`src/rtl/game_pkg.sv`:
```
// Shared definitions for the runner game: lane encoding, scheduler states and
// map indexing helpers.
package game_pkg;

  localparam int LANES = 3;
  localparam logic [1:0] LANE_NONE = 2'd3;

  typedef enum logic [2:0] {
    IDLE,
    WARM,
    READY,
    GATHER,
    SHIFT,
    FROZEN
  } sched_state_e;

  function automatic int unsigned map_idx(input int unsigned row, input int unsigned lane);
    return row * LANES + lane;
  endfunction

  function automatic logic [LANES-1:0] lane_onehot(input logic [1:0] code);
    logic [LANES-1:0] oh;
    oh = '0;
    case (code)
      2'd0:    oh = 3'b001;
      2'd1:    oh = 3'b010;
      2'd2:    oh = 3'b100;
      default: oh = '0;
    endcase
    return oh;
  endfunction

endpackage

```
`src/rtl/map_shifter.sv`:
```
// ROWS x LANES obstacle map: row 0 loads on shift while older rows move toward
// the player; produces the spawn/passed pulses for each shift.
module map_shifter
  import game_pkg::*;
#(
  parameter int ROWS = 4
) (
  input  logic                  clk,
  input  logic                  rst,
  input  logic                  clear,
  input  logic                  shift,
  input  logic [LANES-1:0]      row_in,
  output logic [LANES*ROWS-1:0] map,
  output logic                  spawn,
  output logic                  passed
);

  always_ff @(posedge clk) begin
    if (rst || clear) begin
      map    <= '0;
      spawn  <= 1'b0;
      passed <= 1'b0;
    end else if (shift) begin
      map    <= {map[LANES*(ROWS-1)-1:0], row_in};
      spawn  <= |row_in;
      passed <= |map[map_idx(ROWS-1, 0) +: LANES];
    end else begin
      spawn  <= 1'b0;
      passed <= 1'b0;
    end
  end

endmodule

```
`src/rtl/obstacle_scheduler.sv`:
```
// Sequences the LFSR generator (reseed, warm-up) and converts two random bits
// per scroll tick into a new obstacle row for the scrolling map.
module obstacle_scheduler
  import game_pkg::*;
#(
  parameter int ROWS    = 4,
  parameter int GAP_MIN = 1,
  parameter int WARMUP  = 2
) (
  input  logic                  clk,
  input  logic                  rst,
  input  logic                  run,
  input  logic                  freeze,
  input  logic                  tick,
  input  logic                  rand_bit,
  output logic                  rng_start,
  output logic [LANES*ROWS-1:0] obst_map,
  output logic                  spawn,
  output logic                  passed,
  output logic                  busy,
  output logic                  overrun
);

  localparam int GW = (GAP_MIN < 1) ? 1 : $clog2(GAP_MIN + 1);
  localparam int WW = $clog2(WARMUP + 2);

  sched_state_e     state;
  logic [WW-1:0]    warm_cnt;
  logic             bit_cnt;
  logic [1:0]       lane_code;
  logic [GW-1:0]    gap_cnt;
  logic             pending;
  logic             do_shift;
  logic [LANES-1:0] new_row;

  // Shift is suppressed on the edge where freeze or run=0 wins, so an
  // abandoned scroll never leaves a partially moved map.
  assign do_shift = (state == SHIFT) && run && !freeze;

  always_comb begin
    new_row = '0;
    if (gap_cnt == '0) new_row = lane_onehot(lane_code);
  end

  map_shifter #(.ROWS(ROWS)) u_map (
    .clk   (clk),
    .rst   (rst),
    .clear (!run),
    .shift (do_shift),
    .row_in(new_row),
    .map   (obst_map),
    .spawn (spawn),
    .passed(passed)
  );

  always_ff @(posedge clk) begin
    if (rst || !run) begin
      state     <= IDLE;
      rng_start <= 1'b1;
      busy      <= 1'b0;
      overrun   <= 1'b0;
      pending   <= 1'b0;
      gap_cnt   <= '0;
      warm_cnt  <= '0;
      bit_cnt   <= 1'b0;
      lane_code <= '0;
    end else if (freeze && state != IDLE) begin
      state   <= FROZEN;
      busy    <= 1'b0;
      pending <= 1'b0;
      bit_cnt <= 1'b0;
    end else begin
      case (state)
        IDLE: begin
          state     <= WARM;
          rng_start <= 1'b0;
          busy      <= 1'b1;
          warm_cnt  <= '0;
        end
        WARM: begin
          if (warm_cnt == WW'(WARMUP)) begin
            state <= READY;
            busy  <= 1'b0;
          end else begin
            warm_cnt <= warm_cnt + 1'b1;
          end
          if (tick) begin
            if (pending) overrun <= 1'b1;
            else         pending <= 1'b1;
          end
        end
        READY: begin
          if (tick || pending) begin
            state   <= GATHER;
            busy    <= 1'b1;
            bit_cnt <= 1'b0;
            pending <= 1'b0;
            if (tick && pending) overrun <= 1'b1;
          end
        end
        GATHER: begin
          lane_code <= {lane_code[0], rand_bit};
          bit_cnt   <= 1'b1;
          if (bit_cnt) state <= SHIFT;
          if (tick) begin
            if (pending) overrun <= 1'b1;
            else         pending <= 1'b1;
          end
        end
        SHIFT: begin
          if (gap_cnt != '0)             gap_cnt <= gap_cnt - 1'b1;
          else if (lane_code != LANE_NONE) gap_cnt <= GW'(GAP_MIN);
          // A tick landing on the shift cycle chains straight into the next gather.
          if (tick || pending) begin
            state   <= GATHER;
            bit_cnt <= 1'b0;
            pending <= 1'b0;
            if (tick && pending) overrun <= 1'b1;
          end else begin
            state <= READY;
            busy  <= 1'b0;
          end
        end
        FROZEN: state <= FROZEN;
        default: begin
          state <= IDLE;
          busy  <= 1'b0;
        end
      endcase
    end
  end

endmodule

```
`config.mk`:
```
export PLATFORM = sky130hd
export DESIGN_NAME = obstacle_scheduler
export DESIGN_NICKNAME = d
export VERILOG_FILES = /design/src/rtl/game_pkg.sv /design/src/rtl/map_shifter.sv /design/src/rtl/obstacle_scheduler.sv
export SDC_FILE = /design/constraint.sdc
export NUM_CORES = 1
export LEC_CHECK = 0
export ABC_AREA = 0
export CAP_MARGIN = 20
export CORE_ASPECT_RATIO = 1.5
export CORE_MARGIN = 2
export CORE_UTILIZATION = 40
export DETAILED_ROUTE_END_ITERATION = 16
export PLACE_DENSITY = 0.69
export SYNTH_ARGS = -nofsm -noshare
export SYNTH_HDL_FRONTEND = slang
export SYNTH_SLANG_ARGS = --single-unit
```
`constraint.sdc`:
```
create_clock -name clk -period 1.8 [get_ports clk]
set_input_delay 0.36 -clock clk [delete_from_list [all_inputs] [get_ports clk]]
set_output_delay 0.36 -clock clk [all_outputs]
set_load 0.02 [all_outputs]
```
## Yosys cells after proc, flatten, opt, wreduce, memory -nomap -nowiden

Cells that the tools add are included.
W data, S select, Z words.

- Add/sub/neg operators: 2
- Eq/ne operators: 21
- Muxes and demuxes: 25
- Bitwise gates (word level): 3
- Reduce and logical (&&, ||, !) cells: 31

Operator list:

| cell | number |
|---|---|
| $pmux W3 S6 | 1 |
| $mux W3 | 5 |
| $mux W1 | 12 |
| $ne A2 B2 Y1 const B | 6 |
| $reduce_and A3 Y1 | 4 |
| $reduce_or A2 Y1 | 5 |
| $ne A3 B3 Y1 const B | 3 |
| $pmux W3 S3 | 1 |
| $ne A2 B1 Y1 const B | 4 |
| $reduce_and A2 Y1 | 4 |
| $eq A3 B2 Y1 const B | 2 |
| $eq A3 B3 Y1 const B | 2 |
| $pmux W1 S2 | 3 |
| $reduce_and A6 Y1 | 1 |
| $reduce_bool A2 Y1 | 3 |
| $reduce_or A3 Y1 | 2 |
| $pmux W1 S5 | 1 |
| $eq A2 B2 Y1 const B | 2 |
| $logic_and A1 B1 Y1 | 4 |
| $pmux W2 S2 | 1 |
| $reduce_and A4 Y1 | 1 |
| $eq A3 B1 Y1 const B | 1 |
| $logic_not A3 Y1 | 1 |
| $not A1 Y1 | 3 |
| other kinds (8) | 10 |

- Register bits after elaboration: 27
- Bits of input ports: 6
- Output and inout bits: 17
- Word-level logic and storage cells: 95

## Logic depth before layout (Yosys ltp)

Gate-level depths: netlist (run 1).

- Depth in word-level cells: 5
- Mapped depth: 6
- Gate-level depth less buffers: 6

## Cells and area by module

A second synthesis (run 1) with hierarchy kept.

- Cell total of the unflattened synthesis: 136
- Area, all modules: 1287.5 um^2

By module, submodules not included:

| module | times used | cells each | area an instance (um^2) | seq. area each (um^2) |
|---|---|---|---|---|
| obstacle_scheduler | 1 | 91 | 767.0 | 260.2 |
| map_shifter | 1 | 45 | 520.5 | 280.3 |

## Worst setup path after synthesis (run 1)

Ideal clock, no wire load.

- Path kind: flip-flop to flip-flop
- Start point: reg state[1]
- End point: reg u_map.map[2]
- Library setup time: 0.070 ns
- Data arrival time: 1.507 ns
- Data required time: 1.730 ns
- Slack: 0.222 ns
- Stages on the path, launching flop included: 6
- Path buffers: 1
- Period minus slack after synthesis: 1.578 ns
- Cells stage by stage: dfxtp_1 -> nand2b_1 -> or3_1 -> clkbuf_2 -> or4b_1 -> a21oi_1

- Longest elaborated chain between the ends: 3

Ends and longest elaborated chain:

| element | line | RTL |
|---|---|---|
| start: declaration | obstacle_scheduler.sv:27 | `sched_state_e state;` |
| start signal: assignment | obstacle_scheduler.sv:58 | `state <= IDLE;` |
| start signal: assignment | obstacle_scheduler.sv:68 | `state <= FROZEN;` |
| start signal: assignment | obstacle_scheduler.sv:75 | `state <= WARM;` |
| $eq A3 B3 Y1 | obstacle_scheduler.sv:38 | `assign do_shift = (state == SHIFT) && run && !freeze;` |
| $logic_and A1 B1 Y1 (2 in a row) | obstacle_scheduler.sv:38 |  |
| end signal: assignment | map_shifter.sv:24 | `map <= {map[LANES*(ROWS-1)-1:0], row_in};` |
| end: declaration | map_shifter.sv:13 | `output logic [LANES*ROWS-1:0] map,` |

No other way between the ends.
A chain may end at the register's enable or synchronous reset.

## Worst setup path after layout (run 1)

- Start point: reg u_map.map[6]
- End point: out obst_map[6]

RTL lines:

| element | line | RTL |
|---|---|---|
| end: declaration | obstacle_scheduler.sv:17 | `output logic [LANES*ROWS-1:0] obst_map,` |

No word-level cell between the ends.

==> results of run 1 <==
==> layout make-up <==
type                            count  area [um2]  area share
Multi-Input combinational cell    111       583.1      0.3826
Tap cell                           39       48.80     0.03202
Timing Repair Buffer               32       295.3      0.1938
Clock buffer                        4       45.04     0.02956
Inverter                            3       11.26    0.007389
Sequential cell                    27       540.5      0.3547
==> how the worst max path moves through the flow <==
stage / start / endpoint / slack, ps
global placement: freeze / u_map.map[2] / -20
global route: u_map.map[4] / obst_map[4] / 140
CTS: u_map.map[6] / obst_map[6] / 180
finish: u_map.map[6] / obst_map[6] / 200
floorplan: state[1] / u_map.map[2] / 220
detailed placement: freeze / u_map.map[2] / -40
==> cells in the final DEF, fill, tap and decap left out, types with 4 or more instances in the layout <==
cell type / Yosys / routed
nand2_1: 32 / 32
dfxtp_1: 27 / 27
clkdlybuf4s50_1: 0 / 22
a21oi_1: 21 / 21
nor2_1: 13 / 13
buf_4: 0 / 10
a21o_1: 6 / 6
nor3_1: 6 / 6
a31oi_1: 5 / 5
nand2b_1: 4 / 4
o21ai_0: 4 / 4
==> cell usage after synthesis <==
cell type	instances
nor3b_1	2
o21bai_1	1
nand2_1	32
o21ai_0	4
inv_1	3
and3_1	1
nand3_1	1
nand2b_1	4
a2bb2oi_1	1
or4b_1	1
dfxtp_1	27
clkbuf_1	8
nand3b_1	1
nand4_1	1
or2_2	1
or3_1	1
mux2i_1	2
a21oi_1	21
clkbuf_2	1
o21a_1	1
nor2_1	13
nor4_1	2
nand4b_1	1
nor3_1	6
ha_1	1
a21o_1	6
a31oi_1	5
a221oi_1	1
a211o_1	1
==> cells by family (layout without fill, tap and decap cells) <==
| logic type | count (synthesis) | in the layout | share of synthesized area |
|---|---|---|---|
| AND/OR/NAND/NOR | 67 | 67 | 0.2631 |
| buffers and inverters | 12 | 39 | 0.03957 |
| AO/OA/AOI/OAI | 41 | 41 | 0.2075 |
| multiplexers | 2 | 2 | 0.01711 |
| adder cells (fa/ha/maj) | 1 | 1 | 0.01069 |
| flip-flops | 27 | 27 | 0.4620 |
==> through the flow <==
step / instance area (um2) / utilization
CTS: 1524 / 0.5342
floorplan: 1170 / -
detailed placement: 1479 / 0.5184
finish: 1524 / 0.5342
global route: 1524 / 0.5342
global placement: 1479 / 0.5184
==> registers in the layout, summed over array words and instances (netlist names) <==
signal / flops
bit_cnt: 1
busy: 1
gap_cnt: 1
lane_code: 2
overrun: 1
pending: 1
rng_start: 1
state: 3
u_map.map: 12
u_map.passed: 1
u_map.spawn: 1
warm_cnt: 2
==> layer usage <==
layer | share of wire | global-route usage | up-vias
li1 | - | - | 571
met1 | 0.41 | 0.2264 | 532
met2 | 0.55 | 0.2822 | 32
met3 | 0.036 | 0.01550 | 2
met4 | 0.0068 | 0.05105 | 0
met5 | 0 | 0 | -
==> power by group <==
group | switching [W] | total [W] | internal (W)
Sequential | 0.00000441 | 0.000609 | 0.000604
Clock | 0.000165 | 0.000322 | 0.000158
Combinational | 0.0000621 | 0.000109 | 0.0000470
==> results.yml, run 1 <==
synth:
  yosysSeqAreaShare: 0.4620
  netlist_instances: 150
  syn_area_um2: 1170
  synth_area_leaders: "dfxtp_1 46%, nand2_1 10%, a21oi_1 9.0%, nor2_1 4.2%, a21o_1 3.9%"
  yosys_warnings: 0
  ys_ff_latch: 27
  synth_nets: 157
  synth_cell_types: 29
  synth_top_cell_area_share: 0.4620
  synth_top_area_cell: "dfxtp_1"
  avgSynthCellArea_um2: 7.799
die:
  core_um2: 2853
  rows: 24
  die_h_um: 70.24
  die_w_um: 48.16
  dieArea_um2: 3382
  pin_count: 23
  initial_utilization: 0.4101
clocking:
  numCtsBuffers: 3
  clkTransAtPathRegs_ps: 80
  postCtsSetupBuffers: 0
  cts.path.max_buffers: 2
  cts.sinks: 27
  cts.repair.resized: 0
  clock_latency_ps: 260
  ctsHoldBuffers: 0
  cts_tree: "built"
  htree_levels: 1
  root_buffer: "clkbuf_8"
timing:
  finalClockSkew_ps: 3.848
  fmax_mhz: 625.4
  setup_violations: 0
  rsz0062_at_grt: "false"
  slew_headroom: 0.7573
  hold_viol: 0
  fin_crit_sh: 0.8883
  worst_slack_ps: 201.1
  drv_slew: 0
  holdWs_ps: 459.2
  fin_tns_setup_ps: 0
  layout_min_cycle_time_ps: 1599
  worst_pin_slew_ps: 360.2
detailed_routing:
  via_per_inst: 5.264
  post-route-drc-count: 0
  first_pass_iters: 4
  wl_per_cell_um: 11.55
  via_count: 1137
  wl_um: 2494
  drtIter0Drc: 54
  ant_nets: 0
placement:
  placed_cells: 212
  place_hpwl_um: 1891
  portBuffers: 22
  gp_congestion: 0.8179
  pre_cts_slack_ps: -39.00
critical_path:
  cp_num_cells: 1
  cp_max_fo: 3
  required_ps: 1440
  r2r_slack_ps: 310
  crit_chain: "clkdlybuf4s50_1"
  cp-end-kind: "primary output"
  critPathMaxStageDelay_ps: 610
  r2r.worst_path.cells: 6
  r2r_start: "warm_cnt[0]"
  path_buf_inv: 1
  startpoint_type: "flop"
  critPathTopFamily: "buffers and inverters"
  cp.arrival_ps: 1240
  r2r_end: "state[2]"
  critical_path_class: "flop to primary output"
  crit_slowest_cell: "clkdlybuf4s50_1"
global_route:
  grt_max_degree: 16
  grt_pass1_vias: 1036
  grt_pass1_wl_um: 4450
  grt_overflow_total: 0
  grt_use_total: 0.1717
  antenna_found_initial: 0
hold_path:
  hold_depth: 1
  min_from: "rng_start"
  hold_path.class: "flop to flop"
  hold_end: "rng_start"
power:
  leakagePower_nw: 0.5295
  max-vdd-ir-drop_mv: 0.3725
  power.total_w: 0.001040
  power.density_nw_per_um2: 682.6
final_layout:
  fin_nets: 185
  final_cells: 216
  drive_gt1_frac: 0.07910
  n_antenna_cell: 0
  syn2layout_area_growth_pct: 30.27
  fillers: 277
status:
  status: "finished clean"
run:
  cap_violations: 0
Note: power is estimated with default switching activity, not from simulation.
==> run 2: changes to the inputs <==
--- a/config.mk
+++ b/config.mk
@@ -5,13 +5,13 @@
 export SDC_FILE = /design/constraint.sdc
 export NUM_CORES = 1
 export LEC_CHECK = 0
-export ABC_AREA = 0
 export CAP_MARGIN = 20
 export CORE_ASPECT_RATIO = 1.5
 export CORE_MARGIN = 2
 export CORE_UTILIZATION = 40
 export DETAILED_ROUTE_END_ITERATION = 16
 export PLACE_DENSITY = 0.69
+export SLEW_MARGIN = 0
 export SYNTH_ARGS = -nofsm -noshare
 export SYNTH_HDL_FRONTEND = slang
 export SYNTH_SLANG_ARGS = --single-unit
==> results of run 2 <==
The final DEF is identical to that of run 1; final timing and power are the same.
